--- config.mk ---
export PLATFORM = sky130hd
export DESIGN_NAME = traffic_phase_scheduler
export DESIGN_NICKNAME = d
export VERILOG_FILES = /design/src/rtl/traffic_pkg.sv /design/src/rtl/traffic_phase_scheduler_timer.sv /design/src/rtl/traffic_phase_scheduler.sv
export SDC_FILE = /design/constraint.sdc
export NUM_CORES = 1
export LEC_CHECK = 0
export BUFFER_PORTS_ARGS = -buffer_cell sky130_fd_sc_hd__buf_2
export CAP_MARGIN = 25
export CORE_MARGIN = 2
export CORE_UTILIZATION = 44
export DETAILED_ROUTE_END_ITERATION = 6
export HOLD_SLACK_MARGIN = 0.1
export SLEW_MARGIN = 20
export SYNTH_ARGS = -nofsm -noshare
export SYNTH_HDL_FRONTEND = slang
export SYNTH_SLANG_ARGS = --single-unit
--- constraint.sdc ---
create_clock -name clk -period 4.6 [get_ports clk]
set_clock_uncertainty 0.2 [all_clocks]
set_input_delay 0.92 -clock clk [delete_from_list [all_inputs] [get_ports clk]]
set_output_delay 0.92 -clock clk [all_outputs]
set_load 0.05 [all_outputs]
--- src/rtl/traffic_pkg.sv ---
// Shared types for the traffic phase scheduler: lamp codes, phase codes and
// helpers that map a crossing direction (0 = NS, 1 = EW) onto its phases.
package traffic_pkg;

   localparam logic [1:0] LIGHT_RED    = 2'b00;
   localparam logic [1:0] LIGHT_GREEN  = 2'b01;
   localparam logic [1:0] LIGHT_YELLOW = 2'b10;

   localparam logic DIR_NS = 1'b0;
   localparam logic DIR_EW = 1'b1;

   typedef enum logic [1:0] {
      RED    = LIGHT_RED,
      GREEN  = LIGHT_GREEN,
      YELLOW = LIGHT_YELLOW
   } light_e;

   typedef enum logic [2:0] {
      AR_NS     = 3'd0,
      NS_GREEN  = 3'd1,
      NS_YELLOW = 3'd2,
      AR_EW     = 3'd3,
      EW_GREEN  = 3'd4,
      EW_YELLOW = 3'd5,
      EMERG     = 3'd6
   } phase_e;

   function automatic phase_e allRedOf(logic dir);
      return dir ? AR_EW : AR_NS;
   endfunction

   function automatic phase_e greenOf(logic dir);
      return dir ? EW_GREEN : NS_GREEN;
   endfunction

   function automatic phase_e yellowOf(logic dir);
      return dir ? EW_YELLOW : NS_YELLOW;
   endfunction

   function automatic logic dirOf(phase_e ph);
      return (ph == AR_EW) || (ph == EW_GREEN) || (ph == EW_YELLOW);
   endfunction

   // EMERG shows green only toward the direction latched on entry.
   function automatic light_e lampFor(phase_e ph, logic emergDir, logic dir);
      if (ph == greenOf(dir)) return GREEN;
      if (ph == yellowOf(dir)) return YELLOW;
      if ((ph == EMERG) && (emergDir == dir)) return GREEN;
      return RED;
   endfunction

endpackage

--- src/rtl/traffic_phase_scheduler_timer.sv ---
// Loadable down-counter: reloads on phase entry, steps down on tick and
// saturates at zero so a phase can be held indefinitely without ticks.
module phase_timer #(
   parameter int              CNT_W       = 8,
   parameter logic [CNT_W-1:0] RESET_VALUE = '0
) (
   input  logic             clk,
   input  logic             reset_i,
   input  logic             load_i,
   input  logic [CNT_W-1:0] loadValue_i,
   input  logic             tick_i,
   output logic [CNT_W-1:0] count_o,
   output logic             zero_o
);

   logic [CNT_W-1:0] count_q;

   always_ff @(posedge clk) begin
      if (reset_i) begin
         count_q <= RESET_VALUE;
      end else if (load_i) begin
         count_q <= loadValue_i;
      end else if (tick_i && (count_q != '0)) begin
         count_q <= count_q - 1'b1;
      end
   end

   assign count_o = count_q;
   assign zero_o  = (count_q == '0);

endmodule

--- src/rtl/traffic_phase_scheduler.sv ---
// Two-way intersection phase sequencer with pedestrian walk service and
// emergency preemption; all outputs come straight from registers.
module traffic_phase_scheduler
   import traffic_pkg::*;
#(
   parameter int GREEN_TICKS  = 10,
   parameter int YELLOW_TICKS = 3,
   parameter int ALLRED_TICKS = 2,
   parameter int WALK_TICKS   = 6,
   parameter int CNT_W        = 8
) (
   input  logic       clk,
   input  logic       rstb,
   input  logic       tick,
   input  logic       ped_req_ns,
   input  logic       ped_req_ew,
   input  logic       emerg_req,
   input  logic       emerg_dir,
   output logic [1:0] ns_light,
   output logic [1:0] ew_light,
   output logic       walk_ns,
   output logic       walk_ew,
   output logic [2:0] phase,
   output logic       phase_start
);

   // Walk ends on the tick that takes the green counter past this value.
   localparam logic [CNT_W-1:0] WALK_END = CNT_W'(GREEN_TICKS - WALK_TICKS);
   localparam logic             WALK_EN  = (WALK_TICKS > 0);

   phase_e           phase_q, phase_d;
   logic             emergDir_q, emergDir_d;
   logic [1:0]       pend_q, pend_d;
   logic [1:0]       walk_q, walk_d;
   light_e           nsLight_q, ewLight_q;
   logic             phaseStart_q;

   logic             phaseChange;
   logic             expired;
   logic [1:0]       pedReq;
   logic [CNT_W-1:0] cntLoadValue;
   logic [CNT_W-1:0] cntValue;
   logic             cntZero;

   function automatic logic [CNT_W-1:0] loadFor(phase_e ph);
      case (ph)
         NS_GREEN, EW_GREEN:   return CNT_W'(GREEN_TICKS - 1);
         NS_YELLOW, EW_YELLOW: return CNT_W'(YELLOW_TICKS - 1);
         EMERG:                return '0;
         default:              return CNT_W'(ALLRED_TICKS - 1);
      endcase
   endfunction

   phase_timer #(
      .CNT_W       (CNT_W),
      .RESET_VALUE (CNT_W'(ALLRED_TICKS - 1))
   ) uTimer (
      .clk         (clk),
      .reset_i     (rstb),
      .load_i      (phaseChange),
      .loadValue_i (cntLoadValue),
      .tick_i      (tick),
      .count_o     (cntValue),
      .zero_o      (cntZero)
   );

   assign expired = tick & cntZero;
   assign pedReq  = {ped_req_ew, ped_req_ns};

   // Next phase: an active emergency steers every phase boundary toward the
   // all-red that precedes emerg_dir, and cuts a green short without a tick.
   always_comb begin
      phase_d = phase_q;
      case (phase_q)
         AR_NS, AR_EW: begin
            if (expired) begin
               if (emerg_req) begin
                  phase_d = (emerg_dir == dirOf(phase_q)) ? EMERG : allRedOf(emerg_dir);
               end else begin
                  phase_d = greenOf(dirOf(phase_q));
               end
            end
         end
         NS_GREEN, EW_GREEN: begin
            if (emerg_req) begin
               phase_d = (emerg_dir == dirOf(phase_q)) ? EMERG : yellowOf(dirOf(phase_q));
            end else if (expired) begin
               phase_d = yellowOf(dirOf(phase_q));
            end
         end
         NS_YELLOW, EW_YELLOW: begin
            if (expired) begin
               phase_d = emerg_req ? allRedOf(emerg_dir) : allRedOf(~dirOf(phase_q));
            end
         end
         EMERG: begin
            if (!emerg_req) begin
               phase_d = yellowOf(emergDir_q);
            end
         end
         default: phase_d = AR_NS;
      endcase
   end

   assign phaseChange  = (phase_d != phase_q);
   assign cntLoadValue = loadFor(phase_d);
   assign emergDir_d   = (phaseChange && (phase_d == EMERG)) ? emerg_dir : emergDir_q;

   // A request coinciding with green entry is served on that entry; any later
   // request during the green waits for the next green of its direction.
   always_comb begin
      pend_d = pend_q;
      walk_d = walk_q;
      for (int d = 0; d < 2; d++) begin
         if (phase_d != greenOf(d[0])) begin
            walk_d[d] = 1'b0;
            pend_d[d] = pend_q[d] | pedReq[d];
         end else if (phaseChange) begin
            walk_d[d] = WALK_EN & (pend_q[d] | pedReq[d]);
            pend_d[d] = 1'b0;
         end else begin
            pend_d[d] = pend_q[d] | pedReq[d];
            if (tick && (cntValue == WALK_END)) begin
               walk_d[d] = 1'b0;
            end
         end
      end
   end

   // Lamps are decoded from the next state so they change on the same edge
   // as the phase register and never pass through an intermediate value.
   always_ff @(posedge clk) begin
      if (rstb) begin
         phase_q      <= AR_NS;
         emergDir_q   <= DIR_NS;
         pend_q       <= '0;
         walk_q       <= '0;
         nsLight_q    <= RED;
         ewLight_q    <= RED;
         phaseStart_q <= 1'b0;
      end else begin
         phase_q      <= phase_d;
         emergDir_q   <= emergDir_d;
         pend_q       <= pend_d;
         walk_q       <= walk_d;
         nsLight_q    <= lampFor(phase_d, emergDir_d, DIR_NS);
         ewLight_q    <= lampFor(phase_d, emergDir_d, DIR_EW);
         phaseStart_q <= phaseChange;
      end
   end

   assign ns_light    = nsLight_q;
   assign ew_light    = ewLight_q;
   assign walk_ns     = walk_q[0];
   assign walk_ew     = walk_q[1];
   assign phase       = phase_q;
   assign phase_start = phaseStart_q;

endmodule

# --- Word level (Yosys, flattened, before mapping) ---
# Cells that the tools add are included.
op_classes:
  addsub: 1
  eq_ne: 16
  n_mux: 56
  n_bitwise: 4
  reduce_logical: 19
op_table:
  columns: ["operator", "count"]
  rows:
  - ["2-to-1 mux 3 bit", 11]
  - ["2-to-1 mux 2 bit", 15]
  - ["2-to-1 mux 1 bit", 26]
  - ["== test 3 bit (second input constant)", 6]
  - ["2-to-1 mux 8 bit", 2]
  - ["OR reduction 2 bit", 7]
  - ["case mux 3 bit (4 select lines)", 1]
  - ["case mux 4 bit (3 select lines)", 1]
  - ["== test 3 x 2 -> 1 bit (second input constant)", 3]
  - ["== test 8 x 3 -> 1 bit (second input constant)", 1]
  - ["logical NOT 8 bit", 1]
  - ["nonzero test 8 bit", 1]
  - ["subtractor 8 x 1 -> 8 bit (second input constant)", 1]
  - ["== test 3 x 1 -> 1 bit (second input constant)", 2]
  - ["logical AND 1 bit", 5]
  - ["nonzero test 2 bit", 2]
  - ["logical NOT 3 bit", 1]
  - ["inequality test 3 x 1 -> 1 bit (second input constant)", 1]
  - ["inequality test 3 bit", 1]
  - ["inequality test 3 bit (second input constant)", 1]
  - ["logical OR 1 bit", 2]
  - ["bitwise OR 1 bit", 2]
  - ["bitwise AND 1 bit", 1]
  - ["== test 1 bit", 1]
  - ["NOT 1 bit", 1]
word_totals:
  regBits: 21
  out_inout_bits: 10
  elab_cells: 105

# --- Logic depth before layout (Yosys ltp) ---
# Gate-level depths: netlist (run 1).
depth:
  ltp_word: 20
  mapped_depth: 12
  mapped_depth_nobuf: 10

# --- Cells and area by module ---
# From an unflattened synthesis (run 1), not the netlist that was laid out.
unflattened:
  cells_unflattened: 192
  hier_area_um2: 1542.7
by_module_without_submodules:
  columns: ["module", "instances", "cells_each", "area_each_um2"]
  rows:
  - ["traffic_phase_scheduler", 1, 132, 1028.5]
  - ["phase_timer", 1, 60, 514.2]

# --- Worst setup path after synthesis (run 1) ---
# Ideal clock, no wire load.
synth_timing:
  path_type: "input port to flip-flop"
  start: "in tick"
  end: "reg uTimer.count_q[3], in the netlist uTimer.count_o[3]"
  arrival_ns: 3.427
  setup_slack_ns: 0.894
  cell_stages: 8
  n_path_buf: 1
  path_cell_list: "or4bb_1 > o311a_4 > a2111oi_2 > mux2_2 > nor4_4 > buf_2 > a21oi_1 > a211oi_2"
synth_via:
  elab_chain_cells: 8
  word_cells_on_any_way: 18
  classes_between: "eq/ne: 6; mux: 7; bitwise: 1; reduce/logical: 4"
synth_lines:
  columns: ["element", "line_no", "rtl"]
  rows:
  - ["start, declared", "traffic_phase_scheduler.sv:14", "input logic tick,"]
  - ["bitwise AND 1 bit", "traffic_phase_scheduler.sv:67", "assign expired = tick & cntZero;"]
  - ["2-to-1 mux 3 bit", "traffic_phase_scheduler.sv:87", "end else if (expired) begin"]
  - ["2-to-1 mux 3 bit", "traffic_phase_scheduler.sv:85", "if (emerg_req) begin"]
  - ["case mux 3 bit (4 select lines)", "traffic_phase_scheduler.sv:74", "case (phase_q)"]
  - ["== test 3 x 2 -> 1 bit (tied with other cells)", "traffic_phase_scheduler.sv:46", "case (ph)"]
  - ["OR reduction 2 bit", "traffic_phase_scheduler.sv:46", null]
  - ["case mux 4 bit (3 select lines)", "traffic_phase_scheduler.sv:46", null]
  - ["2-to-1 mux 8 bit", "traffic_phase_scheduler_timer.sv:21", "end else if (load_i) begin"]
  - ["end signal, assigned", "traffic_phase_scheduler_timer.sv:22", "count_q <= loadValue_i;"]
  - ["end signal, assigned", "traffic_phase_scheduler_timer.sv:24", "count_q <= count_q - 1'b1;"]
  - ["end, declared", "traffic_phase_scheduler_timer.sv:16", "logic [CNT_W-1:0] count_q;"]
# Several ways; a longest one is shown, not always the timed one.
# A chain may end at the register's enable or synchronous reset.

# --- Worst setup path after layout (run 1) ---
layout_timing:
  start: "in tick"
  end: "reg uTimer.count_q[4], in the netlist uTimer.count_o[4]"
layout_via:
  elab_chain_cells: 6
  word_cells_on_any_way: 10
  classes_between: "eq/ne: 1; mux: 6; bitwise: 1; reduce/logical: 2"
layout_lines:
  columns: ["element", "line_no", "rtl"]
  rows:
  - ["bitwise AND 1 bit", "traffic_phase_scheduler.sv:67", null]
  - ["2-to-1 mux 3 bit", "traffic_phase_scheduler.sv:87", null]
  - ["2-to-1 mux 3 bit", "traffic_phase_scheduler.sv:85", null]
  - ["case mux 3 bit (4 select lines)", "traffic_phase_scheduler.sv:74", null]
  - ["inequality test 3 bit", "traffic_phase_scheduler.sv:105", "assign phaseChange = (phase_d != phase_q);"]
  - ["2-to-1 mux 8 bit / nonzero test 2 bit (equally long branches)", null, null]
# Several ways; a longest one is shown, not always the timed one.

==> summary.md, run 1 <==
| Metric | Value |
|---|---|
| Core ar. | `about 0.003 mm²` |
| Worst Setup SP | `tick` |
| Max Slew Vio Count | `0` |
| Fin crit share | `0.8044` |
| Share of the synthesized area in the top cell type | `0.2917` |
| Area post-placement | `around 0.0016 mm²` |
| Worst-Margin Slew | `a little under 0.8 ns` |
| Crit path depth | `9` |
| Share of layout cells above drive strength 1 | `0.1957` |
| Ports | `17` |
| Status | `finished, final reports clean` |
| Post-synth EDFFs | `0` |
| Pre-CTS setup slack | `~0.6 ns` |
| Synth area leaders | `dfxtp_1 (29%), nor2_1 (5.5%), ha_1 (4.3%), xnor2_1 (4.3%), a21oi_1 (3.1%)` |
| Clk_lat worst skew | `around 0.30 ns` |
| Minimum clock period | `between 3 and 4 ns` |
| Initial antenna violation count | `0` |
| DR vias | `1277` |
| Final setup vio count | `0` |
| Final worst slack | `approximately 0.90 ns` |
| DRT Pass-1 Iters | `4` |
| Vias in the first global route | `between 1000 and 1500` |
| Mean Syn Cell Area | `~8.5 µm²` |
| Arr. time, crit path | `about 3.7 ns` |
| Syn nets | `approximately 180` |
| Layout net count | `roughly 200` |
| Max Clock Freq | `approximately 270 MHz` |
| Buf/Inv on CP | `2` |
| CTS tree | `built` |
| Final Power | `between 0.9 and 1 mW` |
| Starting Density | `0.4683` |
| RD Place Congestion | `between 0.8 and 0.9` |
| Critical Path End Type | `flip-flop` |
| Cells after Synth | `between 150 and 200` |
| Layout fillers | `327` |
| Residual DRC count | `0` |
| End-of-flow core utilization | `0.5175` |
| GR Util met3 | `0.04202` |
| Post-synth top flop | `dfxtp_1` |
| Critical path type | `in -> reg` |
| Leak Pwr | `~0.63 nW` |
| Reg2reg start | `uTimer.count_o[0]` |
| Setup slack, reg-to-reg | `~0.92 ns` |
| FF-to-FF path depth | `10` |
| Die Area | `0.003750 mm²` |
| Critical path launch point type | `input port` |
| N_diodes | `0` |
| Netlist cell types | `between 50 and 60` |
| Die Span Y | `61.24 µm` |
| Layout area overhead | `10.50%` |
| Cts hold-fix bufs | `0` |
| Routed WL per cell | `around 13 µm` |
| Total track usage | `0.1789` |
| Critical path's top delay family | `simple AND/OR/NAND/NOR gates` |
| Hold WC Path Type | `reg -> reg` |
| Drt total wl | `slightly above 3 mm` |
| Buffers on Ports | `16` |
| Hpwl dp | `between 2 and 2.5 mm` |
| Register area share after synthesis | `0.2917` |
| Gr ovfl total | `0` |
| Met2 Usage GRT | `0.2994` |
| Vias per inst | `5.601` |
| Synth Cell Area | `approximately 0.0014 mm²` |
| Fin Setup TNS | `0 ns` |
| CP Cell Sequence | `buf_2, or4bb_1, o311a_4, a2111oi_2, mux2_2, nor4_4, buf_4, nand2b_1, nor2_1` |
| Async S/R FF share, synth | `0` |
| Max FO, Critical Path | `8` |
| Post-CTS setup buffer count | `0` |
| Slew margin rel. | `0.4770` |
| Area leader, netlist | `dfxtp_1` |
| Antenna Nets Post-Route | `0` |
| Synth Register Bits | `21` |
| Num CTS Buffers | `3` |
| Root buffer cell | `clkbuf_4` |
| Max_cap viols | `0` |
| Grt met1 use | `0.2368` |
| Max rail drop VDD | `just under 300 µV` |
| Worst setup endpoint | `uTimer.count_o[4]` |
| Req. time, crit path | `between 4 and 5 ns` |
| Grt peak-use layer | `met2` |
| Largest net degree at the start of global routing | `18` |
| Detailed Route Iter0 Violations | `66` |
| H-tree depth | `1` |
| First-pass GRT wire length | `between 5 and 6 mm` |
| Finished Cell Area | `0.001593 mm²` |
| Most frequent cells after synthesis | `dfxtp_1 (21), nor2_1 (21), nand2_1 (10)` |
| PwrDens | `around 620 mW/mm²` |
| Row Count | `20` |
| Clk slew on worst S/H paths | `approximately 0.11 ns` |
| CP max stage delay | `0.55 ns` |
| RSZ-0062 raised after global routing | `false` |
| Die width | `61.24 µm` |
| Reg2reg end | `uTimer.count_o[4]` |
| Yosys Warn Count | `0` |
| Slowest-stage cell, CP | `nor4_4` |
| Clk sinks | `21` |
| Final Hold Fails | `0` |
| # resized after CTS | `0` |
| CTS Buffer Depth | `2` |
==> cell usage in the layout, fill, tap and decap left out, types with 3 or more instances in the layout <==
master     n
a211oi_1   4
a21oi_1    9
a311oi_1   4
buf_2     16
buf_4      3
clkbuf_4   3
dfxtp_1   21
ha_1       5
inv_1      7
nand2_1   10
nand2b_1   6
nor2_1    21
nor2b_1    6
nor3_1     7
nor3b_1    6
nor4_1     3
o21ai_0    3
xnor2_1    7
==> registers in the layout, summed over array words and instances, names as in the netlist <==
name and count:
walk_q 2, phase 3, pend_q 2, uTimer.count_o 8, emergDir_q 1, ew_light 2, phase_start 1, ns_light 2
==> through the flow <==
| stage | std cells | hold slack (ns) |
|---|---|---|
| floorplan | 169 | 0.2606 |
| global placement | 224 | 0.2751 |
| detailed placement | 224 | 0.2868 |
| CTS | 228 | 0.3031 |
| global route | 228 | 0.3394 |
| finish | 228 | 0.3004 |
==> power breakdown <==
group	total [mW]	internal (mW)	switching (mW)
combinational	0.617	0.235	0.382
sequential	0.285	0.225	0.0596
clock	0.0854	0.0338	0.0516
total	0.987	0.494	0.493
==> logic make-up after synthesis <==
| logic type | Yosys count | synth area share |
|---|---|---|
| flops | 21 | 0.2917 |
| mux | 5 | 0.03993 |
| fa+ha+maj | 5 | 0.04340 |
| xor+xnor | 9 | 0.05469 |
| buf+inv | 15 | 0.04080 |
| simple gates | 77 | 0.3169 |
| compound gates | 37 | 0.2127 |
==> worst min-delay path, cell delays in order (launching register included) <==
cell and delay (ns):
dfxtp_1 0.33, nor2_1 0.08, nor3_1 0.05
==> layout make-up <==
class,count,area (µm²),share of cell area
multi-input combinational,133,962.2,0.6041
sequential,21,420.4,0.2639
timing repair buffer,19,102.6,0.06441
tap,44,55.05,0.03456
clock buffer,4,26.28,0.01650
inverter,7,26.28,0.01650
==> how the worst min path moves through the flow <==
stage	endpoint	startpoint	slack, ns	depth (start not counted)
after global placement	pend_q[0]	pend_q[0]	0.28	2
after global routing	pend_q[0]	pend_q[0]	0.34	2
after floorplan	pend_q[0]	pend_q[0]	0.26	2
final	pend_q[0]	pend_q[0]	0.30	2
after detailed placement	pend_q[0]	pend_q[0]	0.29	2
after CTS	pend_q[0]	pend_q[0]	0.30	2
==> per-layer routing <==
layer,routed length [µm],vias to the layer above
met2,1431,27
met3,143,2
met4,8,0
met5,0,-
li1,-,649
met1,1464,599
(Power assumes the default switching activity.)
==> inputs of run 2 (changes only) <==
- clock period: 4.6 -> 3.6 ns (I/O delays scaled with it)
==> run 2 against run 1 <==
  * Wire length is 11% higher
  * Sequential cell count did not move
  * Combinational power grew 46%
  * Largest power group unchanged
  * Highest routed layer unchanged
==> summary.md, run 2 (same netlist as run 1, synthesis figures left out) <==
| Metric | Value |
|---|---|
| RSZ-0062 raised after global routing | `false` |
| Worst-Margin Slew | `0.7519 ns (-0.02611 ns)` |
| Critical path type | `reg -> reg` |
| Final Hold Fails | `0 (unchanged)` |
| PwrDens | `810.6 mW/mm² (+31%)` |
| Non-Filler Instances | `236 (+3.5%)` |
| Final Power | `1.362 mW (+38%)` |
| End-of-flow core utilization | `0.5459 (+0.02845)` |
| Total track usage | `0.2026 (+0.02371)` |
| N_diodes | `0 (unchanged)` |
| Most frequent cells in the layout | `nor2_1 (21), dfxtp_1 (21), buf_2 (16)` |
| Reg2reg start | `uTimer.count_o[1]` |
| Reg2reg end | `emergDir_q` |
| Layout fillers | `297 (-9.2%)` |
| Drt total wl | `3.392 mm (+11%)` |
| Die Area | `0.003750 mm² (unchanged)` |
| Register area | `420.4 µm² (unchanged)` |
| Buffers on Ports | `16 (unchanged)` |
| Placed cell count | `232 (+3.6%)` |
| FF-to-FF path depth | `11 (+1)` |
| Core ar. | `0.003078 mm² (unchanged)` |
| Worst Setup SP | `uTimer.count_o[1]` |
| Residual DRC count | `0 (unchanged)` |
| Layout net count | `205 (+4.1%)` |
| Leak Pwr | `0.6683 nW (+6.7%)` |
| Clk slew on worst S/H paths | `0.10 ns (about the same)` |
| Max reg flops | `8 (unchanged)` |
| Detailed Route Iter0 Violations | `66 (unchanged)` |
| Max Clock Freq | `291.8 MHz` |
| Area of the multi-input gates | `989.7 µm² (+2.9%)` |
| Ports | `17 (unchanged)` |
| DR vias | `1324 (+3.7%)` |
| Row Count | `20 (unchanged)` |
| Clk_lat worst skew | `0.30 ns (about the same)` |
| Max rail drop VDD | `407.3 µV (+38%)` |
| First-pass GRT wire length | `5.651 mm (+10%)` |
| Worst setup endpoint | `emergDir_q` |
| Hold slack | `0.2921 ns (-0.008319 ns)` |
| Critical path launch point type | `flip-flop` |
| Hold WC Path Type | `reg -> reg` |
| Final setup vio count | `0 (unchanged)` |
| Routed WL per cell | `14.37 µm (+7.5%)` |
| Vias per inst | `5.610 (+0.17%)` |
| Num CTS Buffers | `3 (unchanged)` |
| Max FO, Critical Path | `5 (-3)` |
| Die width | `61.24 µm (unchanged)` |
| Slew margin rel. | `0.4922 (+0.01516)` |
| Critical Path End Type | `flip-flop` |
| RD Place Congestion | `0.8640 (about the same)` |
| CTS Buffer Depth | `2 (unchanged)` |
| Die Span Y | `61.24 µm (unchanged)` |
| Starting Density | `0.4683 (unchanged)` |
| Cts hold-fix bufs | `0 (unchanged)` |
| Clk sinks | `21 (unchanged)` |
| Minimum clock period | `between 3 and 4 ns` |
| Initial antenna violation count | `0 (unchanged)` |
| Hpwl dp | `2.532 mm (+8.8%)` |
| Layout area overhead | `16.58%` |
| Req. time, crit path | `3.63 ns (-1.01 ns)` |
| Max Slew Vio Count | `0 (unchanged)` |
| Max_cap viols | `0 (unchanged)` |
| Root buffer cell | `clkbuf_4` |
| CTS tree | `built` |
| Gr ovfl total | `0 (unchanged)` |
| Largest net degree at the start of global routing | `17 (-1)` |
| Arr. time, crit path | `3.46 ns (-0.28 ns)` |
| Vias in the first global route | `1239 (+5.3%)` |
| Fin crit share | `0.9520` |
| DRT Pass-1 Iters | `4 (unchanged)` |
| H-tree depth | `1 (unchanged)` |
| Share of layout cells above drive strength 1 | `0.2448 (+0.04914)` |
| Antenna Nets Post-Route | `0 (unchanged)` |
| Status | `finished, final reports clean` |
| Setup slack, reg-to-reg | `0.17 ns (-0.75 ns)` |
## run 2: routing by layer
metal / share of wire / up-vias / track usage / wire length [µm]
li1: - / 665 / - / -
met1: 0.46 / 621 / 0.2734 / 1559
met2: 0.48 / 36 / 0.3267 / 1628
met5: 0 / - / 0 / 0
met3: 0.053 / 2 / 0.04622 / 179
met4: 0.0074 / 0 / 0.05280 / 25
## run 2: worst max-delay path: stages, from the launching register on
cell and delay, ns:
dfxtp_1 0.32, inv_1 0.09, ha_2 0.18, or4bb_4 0.53
o311a_4 0.39, buf_4 0.15, or4_1 0.53, a22oi_2 0.24
nor4_4 0.09, buf_4 0.16, nor4_4 0.25, mux2i_1 0.21
## run 2: stage by stage
stage	area (µm²)	TNS (ns)	setup WS, ns
after floorplan	1441	0	0.09380
after global placement	1627	0	0.06841
after detailed placement	1627	-0.0005436	-0.0005436
after CTS	1653	0	0.1067
after global routing	1680	0	0.004813
final	1680	0	0.1728
## run 2: timing repair
action / in CTS / in global routing
setup buffers: 0 / 0
hold endpoints to repair: 0 / 0
setup endpoints to repair: 0 / 12
gates resized for setup: 0 / 5
## run 2: where the power goes
part | internal, mW | switching [mW]
logic | 0.362 | 0.538
registers | 0.288 | 0.0655
clock network | 0.0432 | 0.0650
## run 2: worst min path at each step
stage / startpoint / end / depth (start not counted)
global route: pend_q[0] / pend_q[0] / 2
CTS: pend_q[0] / pend_q[0] / 2
finish: pend_q[0] / pend_q[0] / 2
floorplan: pend_q[0] / pend_q[0] / 2
detailed placement: pend_q[0] / pend_q[0] / 2
global placement: pend_q[0] / pend_q[0] / 2
## run 2: final cells by class
| type | count | share of cell area |
|---|---|---|
| Clock buffer | 4 | 0.01564 |
| Inverter | 7 | 0.01564 |
| Sequential cell | 21 | 0.2502 |
| Multi-Input combinational cell | 133 | 0.5890 |
| Timing Repair Buffer | 27 | 0.09680 |
| Tap cell | 44 | 0.03276 |
==> inputs of run 3 (changes only) <==
- ABC_AREA: not set -> 1
- SLEW_MARGIN: 20 -> 40
==> run 3 against run 2 <==
  * Core utilization is 3.1 points lower
  * Synthesized cell count grew 27%
  * Final cell count increased by 17%
  * Clock-buffer cell count down 1
  * Combinational power increased by 13%
  * Non-clock buffer count down 11
  * Critical path type unchanged
==> summary.md, run 3 <==
| Metric | Value |
|---|---|
| Vias in the first global route | `1191 (-3.9%)` |
| Most frequent cells in the layout | `nand2_1 (51), nand3_1 (25), nor2_1 (24)` |
| Antenna Nets Post-Route | `0 (unchanged)` |
| DRT Pass-1 Iters | `4 (unchanged)` |
| Non-Filler Instances | `275 (+17%)` |
| Final setup vio count | `0 (unchanged)` |
| Root buffer cell | `clkbuf_4` |
| Hold WC Path Type | `reg -> reg` |
| Share of the synthesized area in the top cell type | `0.2917 (unchanged)` |
| Hold slack | `0.2968 ns (+0.004691 ns)` |
| Area of the multi-input gates | `910.9 µm² (-8.0%)` |
| N_diodes | `0 (unchanged)` |
| Die width | `61.24 µm (unchanged)` |
| Initial antenna violation count | `0 (unchanged)` |
| Routed WL per cell | `11.68 µm (-19%)` |
| Final Power | `1.481 mW (+8.8%)` |
| RD Place Congestion | `0.9782 (+13%)` |
| Syn nets | `226 (+25%)` |
| Largest net degree at the start of global routing | `13 (-4)` |
| Max Clock Freq | `390.0 MHz (+34%)` |
| Max FO, Critical Path | `9 (+4)` |
| Most numerous cell in the Yosys netlist | `nand2_1` |
| Max Slew Vio Count | `0 (unchanged)` |
| First-pass GRT wire length | `5.264 mm (-6.8%)` |
| Num CTS Buffers | `3 (unchanged)` |
| Layout fillers | `319 (+7.4%)` |
| Ports | `17 (unchanged)` |
| Most frequent cells after synthesis | `nand2_1 (51), nand3_1 (25), nor2_1 (24)` |
| Drt total wl | `3.211 mm (-5.3%)` |
| Yosys Warn Count | `0 (unchanged)` |
| Total track usage | `0.1870 (-0.01562)` |
| RSZ-0062 raised after global routing | `false` |
| Register area | `420.4 µm² (unchanged)` |
| Placed cell count | `271 (+17%)` |
| Final Hold Fails | `0 (unchanged)` |
| Area post-placement | `0.001556 mm² (-4.3%)` |
| Fin Setup TNS | `0 ns (unchanged)` |
| Clk_lat worst skew | `0.31 ns (about the same)` |
| Fin crit share | `0.7123 (-0.2397)` |
| Max reg flops | `8 (unchanged)` |
| Cells after Synth | `214 (+27%)` |
| Synth area leaders | `dfxtp_1 (29%), nand2_1 (13%), nand3_1 (8.7%), nor2_1 (6.3%), ha_1 (4.3%)` |
| # resized after CTS | `0 (unchanged)` |
| Clk slew on worst S/H paths | `0.13 ns (+0.03 ns)` |
| Finished Cell Area | `0.001584 mm² (-5.7%)` |
| DR vias | `1373 (+3.7%)` |
| Gr ovfl total | `0 (unchanged)` |
| Layout area overhead | `9.896%` |
| Buffers on Ports | `16 (unchanged)` |
| Post-synth EDFFs | `0 (unchanged)` |
| Core ar. | `0.003078 mm² (unchanged)` |
| Max_cap viols | `0 (unchanged)` |
| Detailed Route Iter0 Violations | `74 (+12%)` |
| Synth Cell Area | `0.001441 mm² (unchanged)` |
| Vias per inst | `4.993 (-11%)` |
| Post-synth top flop | `dfxtp_1` |
| Async S/R FF share, synth | `0 (unchanged)` |
| Starting Density | `0.4683 (unchanged)` |
| Die Area | `0.003750 mm² (unchanged)` |
| Leak Pwr | `0.7734 nW (+16%)` |
| PwrDens | `935.2 mW/mm² (+15%)` |
| Slew margin rel. | `0.7493 (+0.2571)` |
| CTS tree | `built` |
| Status | `finished, final reports clean` |
| Synth Register Bits | `21 (unchanged)` |
| Req. time, crit path | `3.62 ns (about the same)` |
| Residual DRC count | `0 (unchanged)` |
| Layout net count | `244 (+19%)` |
| Commonest non-fill, non-tap cell in the layout | `nand2_1` |
| Minimum clock period | `2.564 ns (-0.8629 ns)` |
| Register area share after synthesis | `0.2917 (unchanged)` |
| Area leader, netlist | `dfxtp_1` |
| Netlist cell types | `28 (-47%)` |
| Worst-Margin Slew | `0.3732 ns (-0.3786 ns)` |
| Critical path launch point type | `flip-flop` |
| Hpwl dp | `2.543 mm (+0.44%)` |
| Critical Path End Type | `flip-flop` |
| Critical path type | `reg -> reg` |
| Mean Syn Cell Area | `6.735 µm² (-21%)` |
| Arr. time, crit path | `2.58 ns (-0.88 ns)` |
| Share of layout cells above drive strength 1 | `0.2381 (-0.006696)` |
| Max rail drop VDD | `419.7 µV (+3.0%)` |
| Row Count | `20 (unchanged)` |
| CTS Buffer Depth | `2 (unchanged)` |
| Die Span Y | `61.24 µm (unchanged)` |
| Post-CTS setup buffer count | `0 (unchanged)` |
| Clk sinks | `21 (unchanged)` |
| H-tree depth | `1 (unchanged)` |
| Cts hold-fix bufs | `0 (unchanged)` |
## run 3: path summary, 6_finish.rpt
check / end / slack [ns] / start / cells past startpoint
worst max-delay path: ns_light[0] / 1.04 / phase[2] / 17
worst min-delay path: walk_q[0] / 0.30 / walk_q[0] / 2
worst max register to register: ns_light[0] / 1.04 / phase[2] / 17
worst min register to register: walk_q[0] / 0.30 / walk_q[0] / 2
## run 3: logic make-up after synthesis
logic type	Yosys count	share of synthesized area
AND/OR/NAND/NOR	132	0.4618
buffers and inverters	27	0.07638
AO/OA/AOI/OAI	24	0.09636
XOR/XNOR	5	0.03038
adder cells (fa/ha/maj)	5	0.04340
flip-flops	21	0.2917
## run 3: final cells by class
cell class | instances | share of cell area
multi-input combinational | 166 | 0.5750
timing repair buffer | 16 | 0.05055
sequential | 21 | 0.2654
inverter | 24 | 0.05687
tap | 44 | 0.03476
clock inverter | 1 | 0.003160
clock buffer | 3 | 0.01422
## run 3: critical path: stages (launching register included)
cell	delay, ns
dfxtp_1	0.54
inv_2	0.12
nand3_2	0.12
nand2_4	0.09
ha_1	0.19
or2_1	0.24
nand3_1	0.09
nand3_1	0.07
nand2_1	0.11
nor2_4	0.05
nand3_1	0.10
nand2_1	0.10
nor2_4	0.11
nand2_4	0.09
nand2_2	0.07
nand2_1	0.06
nand3_1	0.06
nand2_1	0.05
## run 3: per-stage QoR
stage	utilization	setup WS, ns
after floorplan	-	0.9497
after global placement	0.5057	0.9901
after detailed placement	0.5057	0.9311
after CTS	0.5146	1.009
after global routing	0.5146	0.8024
final	0.5146	1.036
## run 3: power breakdown
part           switching (mW)  leakage [nW]  internal [mW]
Combinational           0.723         0.585          0.294
Clock                  0.0760        0.0177         0.0415
Sequential             0.0546         0.171          0.293
## run 3: routing by layer
| metal | vias to the layer above | share of wire | GRT usage |
|---|---|---|---|
| met5 | - | 0 | 0 |
| met4 | 0 | 0.011 | 0.05901 |
| li1 | 722 | - | - |
| met2 | 39 | 0.45 | 0.2994 |
| met3 | 6 | 0.052 | 0.03992 |
| met1 | 606 | 0.49 | 0.2516 |
